$ cat src/rtl/prog_timer_pkg.sv
// Shared state encoding and mode constants for the programmable timer.
package prog_timer_pkg;

  typedef enum logic {
    IDLE = 1'b0,
    RUN  = 1'b1
  } state_e;

  localparam logic MODE_ONESHOT  = 1'b0;
  localparam logic MODE_PERIODIC = 1'b1;

endpackage

$ cat src/rtl/prog_timer_tick_prescaler.sv
// Base-tick prescaler: counts 0..PRESCALE-1 while enabled, Wrap marks the P-1 -> 0 step.
module tick_prescaler #(
  parameter int unsigned PRESCALE = 100
) (
  input  logic Clk,
  input  logic Reset,
  input  logic Clear,
  input  logic Enable,
  output logic Wrap
);

  logic [15:0] count_q, count_d;

  // Wrap is decoded from the count so the top can act on the same edge the count wraps.
  assign Wrap = Enable && (count_q == 16'(PRESCALE - 1));

  always_comb begin
    count_d = count_q;
    if (Clear)       count_d = '0;
    else if (Wrap)   count_d = '0;
    else if (Enable) count_d = count_q + 16'd1;
  end

  always_ff @(posedge Clk or negedge Reset) begin
    if (!Reset) count_q <= '0;
    else        count_q <= count_d;
  end

endmodule

$ cat src/rtl/prog_timer.sv
// Programmable one-shot / periodic timer counting in prescaled base ticks.
module prog_timer
  import prog_timer_pkg::*;
#(
  parameter int unsigned WIDTH      = 20,
  parameter int unsigned PRESCALE   = 100,
  parameter int unsigned DEF_PERIOD = 40
) (
  input  logic             Clk,
  input  logic             Reset,
  input  logic             Start,
  input  logic             Stop,
  input  logic             Mode,
  input  logic [WIDTH-1:0] Period,
  output logic             Tick,
  output logic             Busy,
  output logic             Done,
  output logic             Err,
  output logic [WIDTH-1:0] Remaining
);

  state_e           state_q, state_d;
  logic [WIDTH-1:0] period_q, period_d;
  logic [WIDTH-1:0] rem_q, rem_d;
  logic             mode_q, mode_d;
  logic             tick_q, tick_d;
  logic             busy_q, busy_d;
  logic             done_q, done_d;
  logic             err_q, err_d;
  logic             presc_clr;
  logic             wrap;
  logic             start_ok, start_bad, expire;

  tick_prescaler #(.PRESCALE(PRESCALE)) u_presc (
    .Clk    (Clk),
    .Reset  (Reset),
    .Clear  (presc_clr),
    .Enable (state_q == RUN),
    .Wrap   (wrap)
  );

  // Stop masks Start entirely, so a simultaneous pair never raises Err.
  assign start_ok  = Start && !Stop && (Period != '0);
  assign start_bad = Start && !Stop && (Period == '0);
  assign expire    = (state_q == RUN) && wrap && (rem_q == WIDTH'(1));

  always_comb begin
    state_d   = state_q;
    period_d  = period_q;
    mode_d    = mode_q;
    rem_d     = rem_q;
    tick_d    = 1'b0;
    done_d    = done_q;
    err_d     = 1'b0;
    presc_clr = 1'b0;
    case (state_q)
      IDLE: begin
        if (start_ok) begin
          state_d   = RUN;
          period_d  = Period;
          mode_d    = Mode;
          rem_d     = Period;
          done_d    = 1'b0;
          presc_clr = 1'b1;
        end else if (start_bad) begin
          err_d = 1'b1;
        end
      end
      RUN: begin
        if (Stop) begin
          state_d   = IDLE;
          rem_d     = '0;
          presc_clr = 1'b1;
        end else begin
          tick_d = expire;
          if (start_ok) begin
            period_d  = Period;
            mode_d    = Mode;
            rem_d     = Period;
            done_d    = 1'b0;
            presc_clr = 1'b1;
          end else begin
            err_d = start_bad;
            if (expire) begin
              if (mode_q == MODE_PERIODIC) begin
                rem_d = period_q;
              end else begin
                state_d   = IDLE;
                rem_d     = '0;
                done_d    = 1'b1;
                presc_clr = 1'b1;
              end
            end else if (wrap) begin
              rem_d = rem_q - WIDTH'(1);
            end
          end
        end
      end
      default: state_d = IDLE;
    endcase
    busy_d = (state_d == RUN);
  end

  always_ff @(posedge Clk or negedge Reset) begin
    if (!Reset) begin
      state_q  <= IDLE;
      period_q <= WIDTH'(DEF_PERIOD);
      mode_q   <= MODE_ONESHOT;
      rem_q    <= '0;
      tick_q   <= 1'b0;
      busy_q   <= 1'b0;
      done_q   <= 1'b0;
      err_q    <= 1'b0;
    end else begin
      state_q  <= state_d;
      period_q <= period_d;
      mode_q   <= mode_d;
      rem_q    <= rem_d;
      tick_q   <= tick_d;
      busy_q   <= busy_d;
      done_q   <= done_d;
      err_q    <= err_d;
    end
  end

  assign Tick      = tick_q;
  assign Busy      = busy_q;
  assign Done      = done_q;
  assign Err       = err_q;
  assign Remaining = rem_q;

endmodule
$ cat config.mk
export PLATFORM = sky130hd
export DESIGN_NAME = prog_timer
export DESIGN_NICKNAME = d
export VERILOG_FILES = /design/src/rtl/prog_timer_pkg.sv /design/src/rtl/prog_timer_tick_prescaler.sv /design/src/rtl/prog_timer.sv
export SDC_FILE = /design/constraint.sdc
export NUM_CORES = 1
export LEC_CHECK = 0
export ABC_AREA = 1
export CAP_MARGIN = 20
export CELL_PAD_IN_SITES_DETAIL_PLACEMENT = 0
export CELL_PAD_IN_SITES_GLOBAL_PLACEMENT = 1
export CORE_AREA = 5 5 108 110
export DETAILED_ROUTE_END_ITERATION = 12
export DIE_AREA = 0 0 113 115
export PLACE_DENSITY = 0.79
export SYNTH_ARGS = -nofsm -noshare
export SYNTH_HDL_FRONTEND = slang
export SYNTH_SLANG_ARGS = --single-unit
$ cat constraint.sdc
create_clock -name Clk -period 3.5 [get_ports Clk]
set_clock_uncertainty 0.05 [all_clocks]
set_input_delay 0.35 -clock Clk [delete_from_list [all_inputs] [get_ports Clk]]
set_output_delay 0.35 -clock Clk [all_outputs]
set_load 0.01 [all_outputs]
== Word level (Yosys, flattened, before mapping) ==
Index checks and enable logic that the tools add are counted.
Widths: inputs -> output; s select.

* Equal/unequal tests: 7
* Bitwise operators: 1
* Multiplexer cells: 40
* Reduce and logical (&&, ||, !) cells: 12
* Add/subtract/negate cells: 2

{| class="wikitable"
|+ Operators with widths
! kind !! number
|-
| $mux 20 || 8
|-
| $pmux 20 s2 || 2
|-
| $mux 16 || 3
|-
| $mux 1 || 22
|-
| $eq 20x1->1 const B || 1
|-
| $logic_not 20->1 || 1
|-
| $reduce_bool 20->1 || 1
|-
| $sub 20x1->20 const B || 1
|-
| $add 16x1->16 const B || 1
|-
| $eq 16x7->1 const B || 1
|-
| $pmux 1 s2 || 5
|-
| $logic_and 1x1->1 || 6
|-
| $ne 5x2->1 const B || 1
|-
| $ne 2x2->1 const B || 2
|-
| $reduce_and 4->1 || 1
|-
| $ne 3x1->1 const B || 1
|-
| $ne 3x2->1 const B || 1
|-
| $reduce_bool 3->1 || 1
|-
| $reduce_and 2->1 || 1
|-
| $logic_not 1->1 || 1
|-
| $not 1->1 || 1
|}

* Flip-flop bits (word level): 61
* Input port bits: 25

== Logic depth before layout (Yosys ltp) ==
* Word-level depth: 9
* Depth in mapped cells: 16

== Cells and area by module ==
Synthesis repeated with hierarchy kept, for this count alone.

* Cell total of the unflattened synthesis: 663
* Area, all modules: 4,356.7 um^2

{| class="wikitable"
|+ By module, submodules not included
! module !! cells an instance !! area an instance (um^2) !! instances !! seq. area each (um^2)
|-
| prog_timer || 497 || 3,294.4 || 1 || 1,128.6
|-
| tick_prescaler || 166 || 1,062.3 || 1 || 400.4
|}

== Worst setup path after synthesis ==
No wires, ideal clock.

* Kind: reg-to-reg
* Start point: reg rem_q[1], in the netlist Remaining[1]
* End point: reg rem_q[2], in the netlist Remaining[2]
* Cell stages (with the launch flop): 15
* Period minus slack after synthesis: 1,737 ps
* Data arrival time: 1,570 ps
* Required time: 3,334 ps
* Path buffers: 1
* Path slack: 1,763 ps
* Cell sequence: dfrtp_1 -> inv_1 -> ha_1 -> nand3_1 -> nor2_1 -> nand2_1 -> nor2_8 -> nand2_4 -> buf_6 -> nand2_1 -> nand3_1 -> nand2_1 -> nand2_1 -> nand2_1 -> nand2_1

* Word-level cells in the longest chain between the ends: 6

{| class="wikitable"
|+ RTL lines
! item !! line !! text
|-
| from (decl) || prog_timer.sv:24 || <nowiki>logic [WIDTH-1:0] rem_q, rem_d;</nowiki>
|-
| from (signal assigned) || prog_timer.sv:118 || <nowiki>rem_q <= rem_d;</nowiki>
|-
| $sub 20x1->20 or $eq 20x1->1 (tied branches) || prog_timer.sv:94, prog_timer.sv:45 ||
|-
| $mux 20 or $logic_and 1x1->1 (tied branches) || prog_timer.sv:93, prog_timer.sv:45 ||
|-
| $mux 20 || prog_timer.sv:84 || <nowiki>if (expire) begin</nowiki>
|-
| $mux 20 || prog_timer.sv:76 || <nowiki>if (start_ok) begin</nowiki>
|-
| $mux 20 || prog_timer.sv:70 || <nowiki>if (Stop) begin</nowiki>
|-
| $pmux 20 s2 || prog_timer.sv:56 || <nowiki>case (state_q)</nowiki>
|}

Several ways; a longest one is shown, not always the timed one. The select of a mux whose other input is x is not followed.
A chain may end at the register's enable or synchronous reset.

==> metrics <==
status=complete, no violations; largest net degree at the start of global routing=47; Post-Place Worst Slack=between 0.7 and 0.8 ns; num rows=38; Die Wd=approximately 110 um; Clock Power Share=0.298; Critical path buffers and inverters=5; area of the mapped netlist=just over 4000 sq um; Critical Path Stages=13; worst-skew pair later-pin latency=0.35 ns; Net count, final=around 700; Ys Warns=0; vias in the first global route=between 3000 and 4000; reg-to-reg setup timing slack=roughly 1.0 ns; CP required=approximately 3.7 ns; Synth Net Count=654; Post-Synthesis Cells=about 630; DRC=0; Crit. Startpoint=Busy$_DFF_PN0_; final hold violation count=0; DR WL/cell=approximately 15 um; VDD IR max=0.000192 V; Worst-Margin Slew=approximately 0.86 ns; Yosys top cell area share=0.355; DRT Pass-1 Iters=5; mean area per synthesized cell=roughly 6.6 sq um; RSZ-0062 raised after global routing=no; Fmax=about 410 MHz; global placer's final weighted congestion=between 0.8 and 0.9; Max Buffers Root-to-Sink=2; Setup TNS=0 ns; Combinational Power Share=0.281; Worst slew margin=0.428; most common cell in the netlist=nand2_1; Tmin final=approximately 2.5 ns; Hold WC Path Type=input port to asynchronous set/reset pin; Worst Path Arrival=approximately 2.7 ns; IO buf count=48; Total Wirelength=~12000 um; routed via count=~4000; remaining antenna violation count=0; pwr/cell area=about 450 nW/um^2; Crit path largest cell delay=~0.43 ns; DIE AREA=about 13000 sq um; All-Layer GR Usage=0.193; startpoint types=register; post_cts resized=0; Post-synth top cells=nand2_1 (199), nor2_1 (129), inv_1 (63), dfrtp_1 (59), nand3_1 (46); post-route cell area=around 5000 sq um; vias per inst=~5.0; CP Cell Sequence=buf_4 -> nand2_1 -> inv_1 -> nand2_1 -> inv_1 -> nand2_1 -> nor2_1 -> buf_4 -> nand3b_4 -> nand2_4 -> inv_2 -> nor2_1 -> a21oi_1; initial antenna violation count=0; Worst setup endpoint=Remaining[11]$_DFFE_PN0P_; post-synthesis sequential area ratio=0.368; crit path capture type=register; Worst Reg-to-Reg Cells=13; internal cell power=1.43 mW; DRT iter0 DRCs=270; Die Y=115 um; Final Power=approximately 2.2 mW; # diodes=0; count of cell types in the netlist=37; Final WS setup=between 1 and 1.5 ns; share of cells above drive strength 1=0.0608; Hold Buf Count CTS=0; fill count=between 1000 and 1500; slowest CP cell=inv_2; setup violators final=0; Crit path top cell by count=nand2_1; Finished Core Util=0.458; core region area=10600 sq um; max-slew violations=0; Overflow after GRT=0; sw frac=0.349; Synth Register Bits=between 60 and 70; Max FO, Critical Path=25; Critical R2R Capture=Remaining[11]$_DFFE_PN0P_; area leader, netlist=dfrtp_1; area of the multi-input gates=2190 sq um; share of power burned in registers=0.421; total CTS buffers=9; clock root cell=clkbuf_8; dpl hpwl=8630 um; Post-synth top flop=dfrtp_1; area delta synth->final=17.0%; I/O pin count=slightly below 50; register area=1530 sq um; NetSw=0.766 mW; Final Cycle Share=0.704; critical path class=register to register; MaxCap Viol Count=0; Initial Util=0.392; CP delay by family, top=buffers and inverters; TritonCTS clock tree=done; post-CTS setup buffer count=0; first-pass GRT wire length=slightly below 20000 um; synth top area cells=dfrtp_1 (36%), nand2_1 (18%), nor2_1 (12%); P_leak=between 2 and 2.5 nW; worst r2r src=Busy$_DFF_PN0_; CTS sink count=between 60 and 70; number of flops mapped to enable cells by yosys=0; asr flop ratio synth=1.00; Reg clk slew, reported paths=0.08 ns; dpl cell area=approximately 4700 sq um; H-Tree Level Count=3
==> stage by stage <==
stage	hold WS, ns	instances
6_report	0.00319	814
5_1_grt	0.0628	814
4_1_cts	0.0347	814
3_5_place_dp	0.415	798
3_3_place_gp	0.401	798
2_1_floorplan	0.00441	626
==> per-layer routing <==
metal / vias up / track usage / routed length, um
li1: 2035 / - / -
met2: 132 / 0.323 / 5620
met4: 0 / 0.0649 / 237
met5: - / 0 / 0
met3: 16 / 0.0189 / 688
met1: 1847 / 0.262 / 5500
==> how the worst min path moves through the flow <==
stage,from,to,slack [ns],cells after the start
floorplan,Reset,Busy$_DFF_PN0_,0.004,0
global placement,Reset,u_presc.count_q[15]$_DFFE_PN0P_,0.40,1
detailed placement,Reset,u_presc.count_q[1]$_DFFE_PN0P_,0.41,1
CTS,Reset,u_presc.count_q[1]$_DFFE_PN0P_,0.03,1
global route,Reset,u_presc.count_q[1]$_DFFE_PN0P_,0.06,1
finish,Reset,u_presc.count_q[1]$_DFFE_PN0P_,0.003,1
==> flip-flops by register name, indices dropped and copies added (netlist names) <==
register / flops
Tick: 1
Done: 1
Remaining: 20
u_presc.count_q: 16
Err: 1
mode_q: 1
Busy: 1
period_q: 20
==> worst reg2reg max path, cell delays in order (launching register included) <==
cell,delay [ns]
dfrtp_1,0.37
buf_4,0.26
nand2_1,0.08
inv_1,0.05
nand2_1,0.07
inv_1,0.06
nand2_1,0.04
nor2_1,0.08
buf_4,0.23
nand3b_4,0.20
nand2_4,0.19
inv_2,0.44
nor2_1,0.09
a21oi_1,0.15
==> cells by family (layout without fill, tap and decap cells) <==
group / Yosys count / after routing / synth area share
xor+xnor: 17 / 17 / 0.0358
fa+ha+maj: 3 / 3 / 0.00904
flops: 61 / 61 / 0.368
simple gates: 411 / 411 / 0.423
buf+inv: 87 / 135 / 0.104
compound gates: 47 / 47 / 0.0602
==> placed cells by master (no fill, tap or decap), drive strengths merged <==
| master | instances |
|---|---|
| a21oi | 21 |
| buf | 6 |
| bufinv | 1 |
| clkbuf | 12 |
| clkdlybuf4s50 | 47 |
| clkinv | 3 |
| clkinvlp | 1 |
| dfrtp | 59 |
| dfstp | 2 |
| ha | 3 |
| inv | 65 |
| nand2 | 204 |
| nand3 | 48 |
| nand3b | 2 |
| nand4 | 10 |
| nor2 | 136 |
| nor3 | 8 |
| nor3b | 1 |
| nor4 | 1 |
| o211ai | 2 |
| o21a | 1 |
| o21ai | 19 |
| o21bai | 1 |
| o22ai | 2 |
| o31ai | 1 |
| or2 | 1 |
| xnor2 | 5 |
| xor2 | 12 |
==> power groups by stage <==
stage | registers (mW) | logic, mW | clock network [mW]
finish | 0.923 | 0.617 | 0.653
floorplan | 0.911 | 0.377 | 0
CTS | 0.923 | 0.622 | 0.664
global placement | 0.933 | 0.614 | 0
global route | 0.939 | 0.695 | 0.694
detailed placement | 0.936 | 0.616 | 0
==> layout make-up <==
| cell class | count | area share |
|---|---|---|
| multi-input cells | 478 | 0.451 |
| flip-flops and latches | 61 | 0.315 |
| repair buffers | 53 | 0.106 |
| inverters | 66 | 0.0510 |
| well taps | 140 | 0.0360 |
| clock buffers | 12 | 0.0319 |
| clock inverters | 4 | 0.00978 |
(Power assumes the default switching activity.)
